[src/rtl/filt_job_sequencer.sv]
// Round-robin job sequencer sharing one filter address counter among NREQ requesters.
// Optional performance counters are compiled in when FILT_SEQ_PERF_EN is defined.
module filt_job_sequencer #(
    parameter int NREQ = 4,
    parameter int AW   = 32
) (
    input  logic                 clk,
    input  logic                 rst_n,
    input  logic [NREQ-1:0]      req,
    input  logic [NREQ*32-1:0]   req_size,
    input  logic [NREQ*AW-1:0]   req_base,
    output logic [NREQ-1:0]      gnt,
    output logic [NREQ-1:0]      job_done,
    output logic                 busy,
    output logic                 cnt_enable,
    output logic                 cnt_pause,
    output logic [31:0]          cnt_filesize,
    input  logic [31:0]          cnt_count,
    input  logic                 cnt_done,
    output logic                 mem_valid,
    input  logic                 mem_ready,
    output logic [AW-1:0]        mem_addr,
    output logic [1:0]           dbg_state
`ifdef FILT_SEQ_PERF_EN
    ,
    output logic [31:0]          perf_cycles,
    output logic [31:0]          perf_stalls
`endif
);

    localparam int PW = (NREQ > 1) ? $clog2(NREQ) : 1;

    typedef enum logic [1:0] {
        S_IDLE = 2'd0,
        S_LOAD = 2'd1,
        S_RUN  = 2'd2,
        S_DONE = 2'd3
    } state_t;

    state_t              r_state;
    state_t              w_next;

    logic [PW-1:0]       r_rr_ptr;
    logic [NREQ-1:0]     r_gnt;
    logic [NREQ-1:0]     r_job_done;
    logic                r_busy;
    logic                r_cnt_enable;
    logic [31:0]         r_size;
    logic [AW-1:0]       r_base;
    logic                r_mem_valid;
    logic [AW-1:0]       r_mem_addr;
    logic [31:0]         r_last_cnt;

    logic                w_found;
    logic [PW-1:0]       w_winner;
    logic [PW:0]         w_idx;
    logic [PW-1:0]       w_ptr_nxt;
    logic [NREQ-1:0]     w_onehot;
    logic [31:0]         w_sel_size;
    logic [AW-1:0]       w_sel_base;
    logic [AW-1:0]       w_cnt_ext;
    logic [AW-1:0]       w_addr;
    logic                w_hs;
    logic                w_slot_free;
    logic                w_capture;
    logic                w_finish;

    // Rotating first-fit search starting at the round-robin pointer.
    always_comb begin
        w_found  = 1'b0;
        w_winner = '0;
        w_idx    = '0;
        for (int i = 0; i < NREQ; i++) begin
            w_idx = {1'b0, r_rr_ptr} + (PW+1)'(i);
            if (w_idx >= (PW+1)'(NREQ)) begin
                w_idx = w_idx - (PW+1)'(NREQ);
            end
            if (!w_found && req[w_idx[PW-1:0]]) begin
                w_found  = 1'b1;
                w_winner = w_idx[PW-1:0];
            end
        end
    end

    always_comb begin
        w_ptr_nxt  = (w_winner == PW'(NREQ - 1)) ? '0 : w_winner + PW'(1);
        w_onehot   = '0;
        w_onehot[w_winner] = 1'b1;
        w_sel_size = '0;
        w_sel_base = '0;
        for (int i = 0; i < NREQ; i++) begin
            if (w_winner == PW'(i)) begin
                w_sel_size = req_size[32*i +: 32];
                w_sel_base = req_base[AW*i +: AW];
            end
        end
    end

    generate
        if (AW > 32) begin : g_cnt_wide
            assign w_cnt_ext = {{(AW-32){1'b0}}, cnt_count};
        end else if (AW == 32) begin : g_cnt_equal
            assign w_cnt_ext = cnt_count;
        end else begin : g_cnt_narrow
            assign w_cnt_ext = cnt_count[AW-1:0];
        end
    endgenerate

    assign w_addr = r_base + w_cnt_ext;

    // Valid/ready on the memory port: an address is transferred in a cycle where
    // mem_valid and mem_ready are both high; mem_valid and mem_addr hold until then,
    // and a new count may be registered in the same cycle the old one is accepted.
    assign w_hs        = r_mem_valid & mem_ready;
    assign w_slot_free = ~r_mem_valid | w_hs;
    assign w_capture   = (r_state == S_RUN) && (cnt_count != '1) &&
                         (cnt_count != r_last_cnt) && w_slot_free;
    assign w_finish    = cnt_done && (r_last_cnt == (r_size - 32'd1)) && w_slot_free;

    always_ff @(posedge clk or negedge rst_n) begin
        if (!rst_n) begin
            r_state <= S_IDLE;
        end else begin
            r_state <= w_next;
        end
    end

    always_comb begin
        w_next = r_state;
        case (r_state)
            S_IDLE: if (w_found) w_next = S_LOAD;
            S_LOAD: w_next = (r_size == 32'd0) ? S_DONE : S_RUN;
            S_RUN:  if (w_finish) w_next = S_DONE;
            S_DONE: w_next = S_IDLE;
            default: w_next = S_IDLE;
        endcase
    end

    always_ff @(posedge clk or negedge rst_n) begin
        if (!rst_n) begin
            r_rr_ptr     <= '0;
            r_gnt        <= '0;
            r_job_done   <= '0;
            r_busy       <= 1'b0;
            r_cnt_enable <= 1'b0;
            r_size       <= '0;
            r_base       <= '0;
            r_mem_valid  <= 1'b0;
            r_mem_addr   <= '0;
            r_last_cnt   <= '1;
        end else begin
            r_job_done <= '0;
            case (r_state)
                S_IDLE: begin
                    if (w_found) begin
                        r_gnt      <= w_onehot;
                        r_busy     <= 1'b1;
                        r_size     <= w_sel_size;
                        r_base     <= w_sel_base;
                        r_rr_ptr   <= w_ptr_nxt;
                        r_last_cnt <= '1;
                    end
                end
                S_LOAD: begin
                    if (r_size == 32'd0) begin
                        r_job_done <= r_gnt;
                    end else begin
                        r_cnt_enable <= 1'b1;
                    end
                end
                S_RUN: begin
                    if (w_finish) begin
                        r_cnt_enable <= 1'b0;
                        r_mem_valid  <= 1'b0;
                        r_job_done   <= r_gnt;
                    end else if (w_capture) begin
                        r_mem_valid <= 1'b1;
                        r_mem_addr  <= w_addr;
                        r_last_cnt  <= cnt_count;
                    end else if (w_hs) begin
                        r_mem_valid <= 1'b0;
                    end
                end
                S_DONE: begin
                    r_gnt  <= '0;
                    r_busy <= 1'b0;
                end
                default: ;
            endcase
        end
    end

    assign gnt          = r_gnt;
    assign job_done     = r_job_done;
    assign busy         = r_busy;
    assign cnt_enable   = r_cnt_enable;
    assign cnt_pause    = r_mem_valid & ~mem_ready;
    assign cnt_filesize = r_size;
    assign mem_valid    = r_mem_valid;
    assign mem_addr     = r_mem_addr;
    assign dbg_state    = r_state;

`ifdef FILT_SEQ_PERF_EN
    logic [31:0] r_perf_cycles;
    logic [31:0] r_perf_stalls;

    // Saturating counters of RUN cycles and of RUN cycles stalled by memory.
    always_ff @(posedge clk or negedge rst_n) begin
        if (!rst_n) begin
            r_perf_cycles <= '0;
            r_perf_stalls <= '0;
        end else if (r_state == S_LOAD) begin
            r_perf_cycles <= '0;
            r_perf_stalls <= '0;
        end else if (r_state == S_RUN) begin
            if (r_perf_cycles != '1) r_perf_cycles <= r_perf_cycles + 32'd1;
            if (cnt_pause && (r_perf_stalls != '1)) r_perf_stalls <= r_perf_stalls + 32'd1;
        end
    end

    assign perf_cycles = r_perf_cycles;
    assign perf_stalls = r_perf_stalls;
`else
    // Performance counters are not built in this configuration.
`endif

endmodule
[config.mk]
export PLATFORM = sky130hd
export DESIGN_NAME = filt_job_sequencer
export DESIGN_NICKNAME = d
export VERILOG_FILES = /design/src/rtl/filt_job_sequencer.sv
export SDC_FILE = /design/constraint.sdc
export NUM_CORES = 1
export LEC_CHECK = 0
export CAP_MARGIN = 20
export CORE_MARGIN = 10
export CORE_UTILIZATION = 50
export DETAILED_ROUTE_END_ITERATION = 8
export PLACE_DENSITY = 0.95
export SLEW_MARGIN = 20
export SYNTH_ARGS = -nofsm -noshare
export SYNTH_HDL_FRONTEND = slang
export SYNTH_SLANG_ARGS = --single-unit
[constraint.sdc]
create_clock -name clk -period 9.2 [get_ports clk]
set_input_delay 0.92 -clock clk [delete_from_list [all_inputs] [get_ports clk]]
set_output_delay 0.92 -clock clk [all_outputs]
set_load 0.01 [all_outputs]
### After elaboration in Yosys (flattened, before gate mapping)

Cells that the tools add are included.

| cells by class | value |
|---|---|
| shifts and indexed selects | 0 |
| reductions and logical operators | 26 |
| $mul | 0 |
| div/mod/pow operators | 0 |
| add/sub/neg operators | 10 |
| bitwise operators | 6 |
| eq/ne operators | 14 |
| multiplexer cells | 52 |
| order comparisons | 10 |

Operator list:

| cell | count |
|---|---|
| $mux W32 | 11 |
| $pmux W32 S2 | 1 |
| $add A32 B32 Y32 | 1 |
| $eq A32 B32 Y1 | 1 |
| $logic_not A32 Y1 | 1 |
| $ne A32 B32 Y1 | 1 |
| $ne A32 B32 Y1 const B | 1 |
| $sub A32 B1 Y32 const B | 1 |
| $mux W2 | 11 |
| $mux W1 | 16 |
| $pmux W4 S2 | 2 |
| $lt A2 B3 Y1 const B | 5 |
| $mux W4 | 3 |
| $ne A2 B2 Y1 const B | 5 |
| $ge A3 B3 Y1 const B | 3 |
| $logic_and A1 B1 Y1 | 9 |
| $bmux W1 S2 | 4 |
| $eq A2 B2 Y1 const B | 4 |
| $pmux W2 S4 | 1 |
| $reduce_and A2 Y1 | 4 |
| $sub A2 B1 Y2 const B | 4 |
| $add A2 B2 Y3 const B | 2 |
| $reduce_and A3 Y1 | 2 |
| $reduce_bool A2 Y1 | 3 |
| other kinds (14) | 22 |

| storage, ports and cells | value |
|---|---|
| bits in read-only memories | 0 |
| bits of input ports | 296 |
| output and inout bits | 78 |
| RAM bits | 0 |
| bits in registers | 143 |
| word-level logic and storage cells | 129 |
| latch bits | 0 |
| memories | 0 |

### Depth between registers and ports, before layout

| depth | value |
|---|---|
| depth after elaboration | 20 |
| gate-level depth with buffers | 16 |
| gate-level depth less buffers | 15 |

### Worst setup path before layout

OpenSTA, ideal clock, no wires.

| timing | value |
|---|---|
| path kind | register to register |
| start | register r_size[0], in the netlist cnt_filesize[0] |
| end | register r_mem_valid, in the netlist mem_valid |
| required time | 9.082 ns |
| period minus slack after synthesis | 3.559 ns |
| slack | 5.641 ns |
| data arrival time | 3.441 ns |
| stages on the path, launching flop included | 15 |
| path buffers | 4 |
| setup time | 0.118 ns |
| cell sequence | dfrtp_1 inv_1 ha_1 or4b_1 buf_2 or4_4 buf_6 nor2_4 xnor2_1 a2111oi_4 nand4_2 o211a_4 buf_2 buf_2 a21o_1 |

| on the way | value |
|---|---|
| cells in the longest elaborated chain, start to end | 6 |
| elaborated cells on any way between the ends | 7 |
| classes of those cells | 1 x add/sub; 1 x eq/ne; 1 x mux; 4 x reduce/logical |

RTL lines:

| what | RTL line | source |
|---|---|---|
| start, declared | 48 | `logic [31:0] r_size;` |
| start signal, assigned | 158 | `r_size <= w_sel_size;` |
| $sub A32 B1 Y32 (*) | 118 | `assign w_finish = cnt_done && (r_last_cnt == (r_size - 32'd1)) && w_slot_free;` |
| $eq A32 B32 Y1 (*) | 118 |  |
| $logic_and A1 B1 Y1 (*) (2 in a row) | 118 |  |
| $reduce_bool A3 Y1 (no line) | -- |  |
| $reduce_and A2 Y1 (no line) | -- |  |
| end signal, assigned | 148 | `r_mem_valid <= 1'b0;` |
| end signal, assigned | 174 | `r_mem_valid <= 1'b0;` |
| end signal, assigned | 177 | `r_mem_valid <= 1'b1;` |
| end, declared | 50 | `logic r_mem_valid;` |

Every way passes the cells marked *; elsewhere a longest branch is shown, timed or not.
A chain may end at the register's enable or synchronous reset.

### Worst setup path after layout

| timing | value |
|---|---|
| start | register r_size[2], in the netlist cnt_filesize[2] |
| end | register r_last_cnt[29] |

| on the way | value |
|---|---|
| cells in the longest elaborated chain, start to end | 6 |

RTL lines:

| what | RTL line | source |
|---|---|---|
| $sub A32 B1 Y32 | 118 |  |
| $eq A32 B32 Y1 | 118 |  |
| $logic_and A1 B1 Y1 (2 in a row) | 118 |  |
| $ne A2 B2 Y1 (no line) | -- |  |
| $reduce_and A4 Y1 (no line) | -- |  |
| end signal, assigned | 179 | `r_last_cnt <= cnt_count;` |
| end, declared | 52 | `logic [31:0] r_last_cnt;` |

No other way between the ends.

==> metrics <==
floorplan core area=0.0210 mm^2; DR pass1 iterations=5; count of pins on the block boundary=374; H-tree lvl count=4; WL met3=3470 um; RSZ-0062 raised after global routing=false; vias in the first global route=11.2k; post-synth cell types=73; port bufs=373; P_sw=0.00172 W; number of antenna-violating nets in the routed design=0; Switching Share=43.5%; internal power=0.00223 W; clock latency of the later-clocked register in the worst-skew pair=0.43 ns; sinks on the clock net=143; number of failing hold endpoints at the final stage=0; drt via density=6.08; Flop pwr share=26.9%; fraction of synthesis flops using an asynchronous set or reset pin=100%; launch point of the worst reg-to-reg path=cnt_filesize[2]$_DFFE_PN0P_; number of buffers added by the clock tree synthesis step=17; Routed wire per std cell=21.9 um; horizontal die dimension=166 um; total power after layout=0.00395 W; post-synth design cell area=0.0107 mm^2; fraction of the cycle the final worst path needs=51.8%; RD Place Congestion=0.985; All-Layer GR Usage=28.3%; initial standard-cell utilization of the core=50.8%; leakage power total=6.24 nW; clock network fraction of total power=18.0%; flop and latch count out of synthesis=143; critical path launch point type=flop; crit path capture type=flop; source of the worst hold timing path=r_base[3]$_DFFE_PN0P_; Iteration-0 DRC Markers=827; Net count, final=1940; overall overflow remaining after global route=0; Data required, critical path=9.56 ns; Post-Syn Instances=1296; timing-limited maximum frequency=210 MHz; final setup skew=0.0111 ns; Top Layer Used=met4; average size of a mapped cell=8.25 um^2; origin of the worst setup path=cnt_filesize[2]$_DFFE_PN0P_; number of remaining DRC errors=0; Routed met2 length=20500 um; Routed met1 length=16600 um; pin count of the biggest net entering global routing=77; Hold Crit Class=flop to flop; Detailed Route WL=41500 um; worst vdd rail ir drop=0.218 mV; outcome=completed; worst-case headroom to the max-slew limit=27.1%; Clk Tree Root Cell=clkbuf_16; combinational share of power=55.1%; critical setup path kind=flop to flop; placed wire-length estimate after detailed placement=32600 um; postcts setup bufs=0; total power per unit cell area=262 mW/mm^2; clock tree from TritonCTS=built; number of warnings printed during yosys synthesis=0; number of enable-type register cells in the synthesized netlist=0; clock period minus final worst setup slack=4.77 ns; Most used DFF post-synth=dfrtp_1; worst-case clock buffer depth=2; worst-path maximum fanout=42; Fill cells=1615; number of rows in the core area=53; floorplan die height=166 um; share of final-layout standard cells stronger than drive strength 1=6.69%; number of antenna cells inserted=0; DR vias=11.5k; max-capacitance violation count=0; area added between synthesis and finish=41.0%; max-slew violation count=0; actual slew at the worst max-slew pin=1.09 ns; hold-fix buffer count after cts=0; final-layout setup total negative slack=0 ns; proportion of synthesized chip area in sequential cells=33.9%; Total Die Area=0.0276 mm^2; clk slew on worst S/H paths=0.06 ns; data arrival time of the critical path=5.13 ns; post-CTS sizing=0; number of antenna violations at the first check in global routing=0; net count after synthesis=1633; final setup fails=0; global-route wire length before repair=63300 um
kinds of logic (layout without fill, tap and decap cells):
group | count (synthesis) | in the layout | synth area share [%]
simple gates | 405 | 405 | 18.1
xor+xnor | 87 | 87 | 7.13
flops | 143 | 143 | 33.9
buf+inv | 115 | 434 | 4.48
compound gates | 482 | 482 | 29.2
mux | 23 | 23 | 2.39
fa+ha+maj | 41 | 41 | 4.87
cell type report:
cell class / instances / area (um^2) / area share [%]
clock buffers: 18 / 439 / 2.92
clock inverters: 13 / 163 / 1.08
inverters: 24 / 90.1 / 0.598
multi-input cells: 1038 / 6630 / 44.0
flip-flops and latches: 143 / 3620 / 24.0
well taps: 275 / 344 / 2.28
repair buffers: 379 / 3780 / 25.1
state kept, by name (all words and copies together), names as in the netlist, 2 cells and up:
signal        count
r_base           32
r_rr_ptr          2
cnt_filesize     32
dbg_state         2
gnt               4
job_done          4
r_last_cnt       32
mem_addr         32
through the flow:
step,setup slack [ns],utilization [%],area (um^2),hold WS [ns],instances
2_1_floorplan,5.64,-,10700,0.454,1296
3_3_place_gp,4.57,68.8,14500,0.468,1859
3_5_place_dp,4.38,68.8,14500,0.477,1859
4_1_cts,4.56,71.7,15100,0.492,1890
5_1_grt,4.08,71.7,15100,0.520,1890
6_report,4.43,71.7,15100,0.491,1890
synth_stat cells (9+ instances only):
library cell	number	area share, %
nor2_1	170	6.0
a21oi_1	165	7.7
dfrtp_1	111	26
o21ai_0	88	4.1
nand2_1	85	3.0
clkbuf_1	75	2.6
a22oi_1	66	4.6
xor2_1	53	4.3
ha_1	40	4.7
xnor2_1	34	2.8
o22a_1	33	2.7
dfstp_2	32	7.9
inv_1	24	0.84
nor4_1	24	1.4
mux2_2	20	2.1
a21o_1	19	1.3
nand3_1	18	0.84
nor3_1	18	0.84
nand4_1	17	1.0
a211oi_1	13	0.91
nor2b_1	13	0.76
o21a_1	11	0.77
nand2b_1	10	0.59
or3_1	10	0.59
o22ai_1	9	0.53
worst max-delay path, cell delays in order (launching register included):
cell and delay, ns:
dfrtp_1 0.49, or4_1 0.65, or4_1 0.63, nor4_1 0.43
o22ai_1 0.15, nor4_1 0.42, nand4_2 0.26, o211a_4 0.49
nand2_1 0.88, o22a_1 0.25
cells in the final DEF, fill, tap and decap left out, drive strengths merged, types with 9 or more instances in the layout:
cell           count
clkdlybuf4s50    372
nor2             171
a21oi            165
dfrtp            111
o21ai             90
nand2             85
a22oi             66
xor2              53
ha                40
xnor2             34
o22a              33
dfstp             32
inv               26
nor4              25
mux2              20
a21o              19
nor3              18
nand3             18
nand4             18
clkbuf            18
a211oi            13
nor2b             13
o21a              12
or3               10
nand2b            10
o22ai              9
or4                9
power groups by stage:
| stage | Sequential, W | Combinational, W | Clock, W |
|---|---|---|---|
| 6_report | 0.00106 | 0.00218 | 0.000712 |
| 3_5_place_dp | 0.00106 | 0.00214 | 0 |
| 2_1_floorplan | 0.00103 | 0.00139 | 0 |
| 3_3_place_gp | 0.00106 | 0.00208 | 0 |
| 4_1_cts | 0.00106 | 0.00216 | 0.000717 |
| 5_1_grt | 0.00108 | 0.00239 | 0.000744 |
layer usage:
layer / up-vias / GRT usage [%]
met5: - / 0
met2: 523 / 48.6
met1: 5497 / 34.7
met3: 63 / 6.34
li1: 5411 / -
met4: 0 / 8.13
worst paths after layout:
path,endpoint,cells past startpoint,slack (ns)
max in group asynchronous,r_base[17]$_DFFE_PN0P_,2,7.31
worst min-delay path,r_base[3]$_DFFE_PN0P_,2,0.49
worst max register to register,r_last_cnt[29]$_DFFE_PN1P_,9,4.43
worst max-delay path,r_last_cnt[29]$_DFFE_PN1P_,9,4.43
min in group asynchronous,r_base[26]$_DFFE_PN0P_,1,0.50
worst min register to register,r_base[3]$_DFFE_PN0P_,2,0.49
Note: power is estimated with default switching activity, not from simulation.
==> patch: new RTL, same flow settings <==
Register the output `cnt_pause`, with the module's reset; this adds one clock of latency there. The other outputs are not delayed to match.
--- a/src/rtl/filt_job_sequencer.sv
+++ b/src/rtl/filt_job_sequencer.sv
@@ -194,7 +194,13 @@
     assign job_done     = r_job_done;
     assign busy         = r_busy;
     assign cnt_enable   = r_cnt_enable;
-    assign cnt_pause    = r_mem_valid & ~mem_ready;
+    always_ff @(posedge clk or negedge rst_n) begin
+        if (!rst_n) begin
+            cnt_pause <= '0;
+        end else begin
+            cnt_pause <= r_mem_valid & ~mem_ready;
+        end
+    end
     assign cnt_filesize = r_size;
     assign mem_valid    = r_mem_valid;
     assign mem_addr     = r_mem_addr;
Behaviour: not the same (a bounded check fails within 4 cycles, from zero or initial values and one cycle with rst_n low).
==> patch against the unedited design <==
- clock skew shrank 0.0019 ns
- power increased by 1.3%
- synthesized area increased by 0.23%
- wire length grew 3.6%
- non-clock buffer count shrank 1
- cell area increased by 0.27%
- sequential cell count increased by 1
- die area is 0.20% higher
- setup slack better by 0.021 ns
==> patch: results (changes against the unedited design) <==
cells_and_area:
  diodes: 3  # was 0
  layout-drive-gt1-share: 0.0662  # was 0.0669
  bufAreaShareNonClock: 0.250  # was 0.251
  fill_cells: 1559  # was 1,615
  multi_input_area_mm2: 0.00664  # was 0.00663 mm^2
  nMultiInputCombCells: 1038  # unchanged
  regArea_mm2: 0.00364  # was 0.00362 mm^2
  finalNonFillerCells: 1894  # was 1,890
  n_all_buffers: 378  # was 379
  clock_tree_area_fraction: 0.0403  # was 0.0399
  final_area_mm2: 0.0151  # about the same
clocking:
  cts_setup_buffers: 0  # unchanged
  clk_root_buffer_cell: "clkbuf_16"  # unchanged
  clock_sinks: 144  # was 143
  clkTransAtPathRegs_ns: 0.06  # about the same
place:
  hpwlAfterDp_mm: 34.2  # was 32.6 mm
  gp_congestion: 0.972  # was 0.985
  post_dp_cell_area_mm2: 0.0145  # about the same
  dp_slack_ns: 4.57  # was 4.38 ns
timing:
  fin_skew_ns: 0.00923  # was 0.0111 ns
  timing.hold.ws_ns: 0.499  # was 0.491 ns
  slew_headroom: 0.278  # was 0.271
  post-route-period-util: 0.516  # was 0.518
pwr:
  peakVddDrop_mv: 0.191  # was 0.218 mV
  internal_power_mw: 2.24  # was 2.23 mW
  static-leakage-power_nw: 6.25  # was 6.24 nW
worst_setup_path:
  cp.arrival_ns: 5.09  # was 5.13 ns
  slowest_delay_ns: 0.78  # was 0.88 ns
  r2r-end: "r_last_cnt[12]$_DFFE_PN1P_"  # was r_last_cnt[29]$_DFFE_PN1P_
  r2r_start: "cnt_filesize[0]$_DFFE_PN0P_"  # was cnt_filesize[2]$_DFFE_PN0P_
  r2r_slack_ns: 4.46  # was 4.43 ns
  reg2regPathDepth: 11  # was 9
grt:
  grt_max_degree: 132  # was 77
  antenna_found_initial: 3  # was 0
  track_usage: 0.295  # was 0.283
  grt_pass1_wl_mm: 65.9  # was 63.3 mm
  grt_pass1_vias: 11400  # was 11,200
route:
  drt_first_pass_iters: 6  # was 5
  vias: 11600  # was 11,500
  drt_wl_total_mm: 43.0  # was 41.5 mm
  drt-initial-drc-count: 1138  # was 827
synthesis:
  netlist_top_cells_area: "dfrtp_1 26%, dfstp_2 7.8%, a21oi_1 7.7%"  # was dfrtp_1 26%, dfstp_2 7.9%, a21oi_1 7.7%
  syn_nets: 1634  # was 1,633
  ys_seq_area_frac: 0.340  # was 0.339
  synth_common_cells: "170 x nor2_1, 165 x a21oi_1, 112 x dfrtp_1"  # was 170 x nor2_1, 165 x a21oi_1, 111 x dfrtp_1
  syn_area_per_cell_um2: 8.26  # was 8.25 um^2
  synthFlopType: "dfrtp_1"  # unchanged
  syn_inst: 1297  # was 1,296
run_status:
  run_status: "completed"  # unchanged
min_path:
  hold_start: "r_base[11]$_DFFE_PN0P_"  # was r_base[3]$_DFFE_PN0P_
  hold-path-endpoint: "r_base[11]$_DFFE_PN0P_"  # was r_base[3]$_DFFE_PN0P_
  holdCritPathClass: "register to register"  # unchanged
[patch: cell types whose count changed in the layout (fill, tap and decap cells not counted), sizes merged]
cell / unedited run / this run
diode: 0 / 3
clkinv: 5 / 3
inv: 26 / 28
buf: 7 / 6
clkinvlp: 3 / 4
dfrtp: 111 / 112
[patch: power by group through the flow]
stage	Clock [mW]	Combinational, mW	Sequential, mW
5_1_grt	0.756	2.38	1.12
3_5_place_dp	0	2.13	1.10
4_1_cts	0.727	2.15	1.09
3_3_place_gp	0	2.08	1.09
6_report	0.723	2.18	1.10
2_1_floorplan	0	1.39	1.03
[patch: metal layers]
layer  GRT usage  vias to the layer above  routed length (um)  share of wire
li1            -                     5401                   -              -
met1       0.362                     5466               16900           0.39
met2       0.490                      634               20600           0.48
met3      0.0800                       97                4120          0.096
met4      0.0943                        0                1330          0.031
met5           0                        -                   0              0
[patch: how the worst max path moves through the flow]
stage / to / cells after the start
2_1_floorplan: mem_valid$_DFFE_PN0P_ / 14
3_3_place_gp: cnt_filesize[0]$_DFFE_PN0P_ / 11
3_5_place_dp: r_last_cnt[19]$_DFFE_PN1P_ / 11
4_1_cts: r_last_cnt[12]$_DFFE_PN1P_ / 11
5_1_grt: r_last_cnt[12]$_DFFE_PN1P_ / 11
6_report: r_last_cnt[12]$_DFFE_PN1P_ / 11
[patch: logic make-up (layout without fill, tap and decap cells)]
kind of cell,Yosys count,after routing,share of synthesized area
AO/OA/AOI/OAI,482,482,0.291
XOR/XNOR,87,87,0.0711
buffers and inverters,115,434,0.0447
flip-flops,144,144,0.340
other,0,3,0
multiplexers,23,23,0.0238
AND/OR/NAND/NOR,405,405,0.180
adder cells (fa/ha/maj),41,41,0.0486
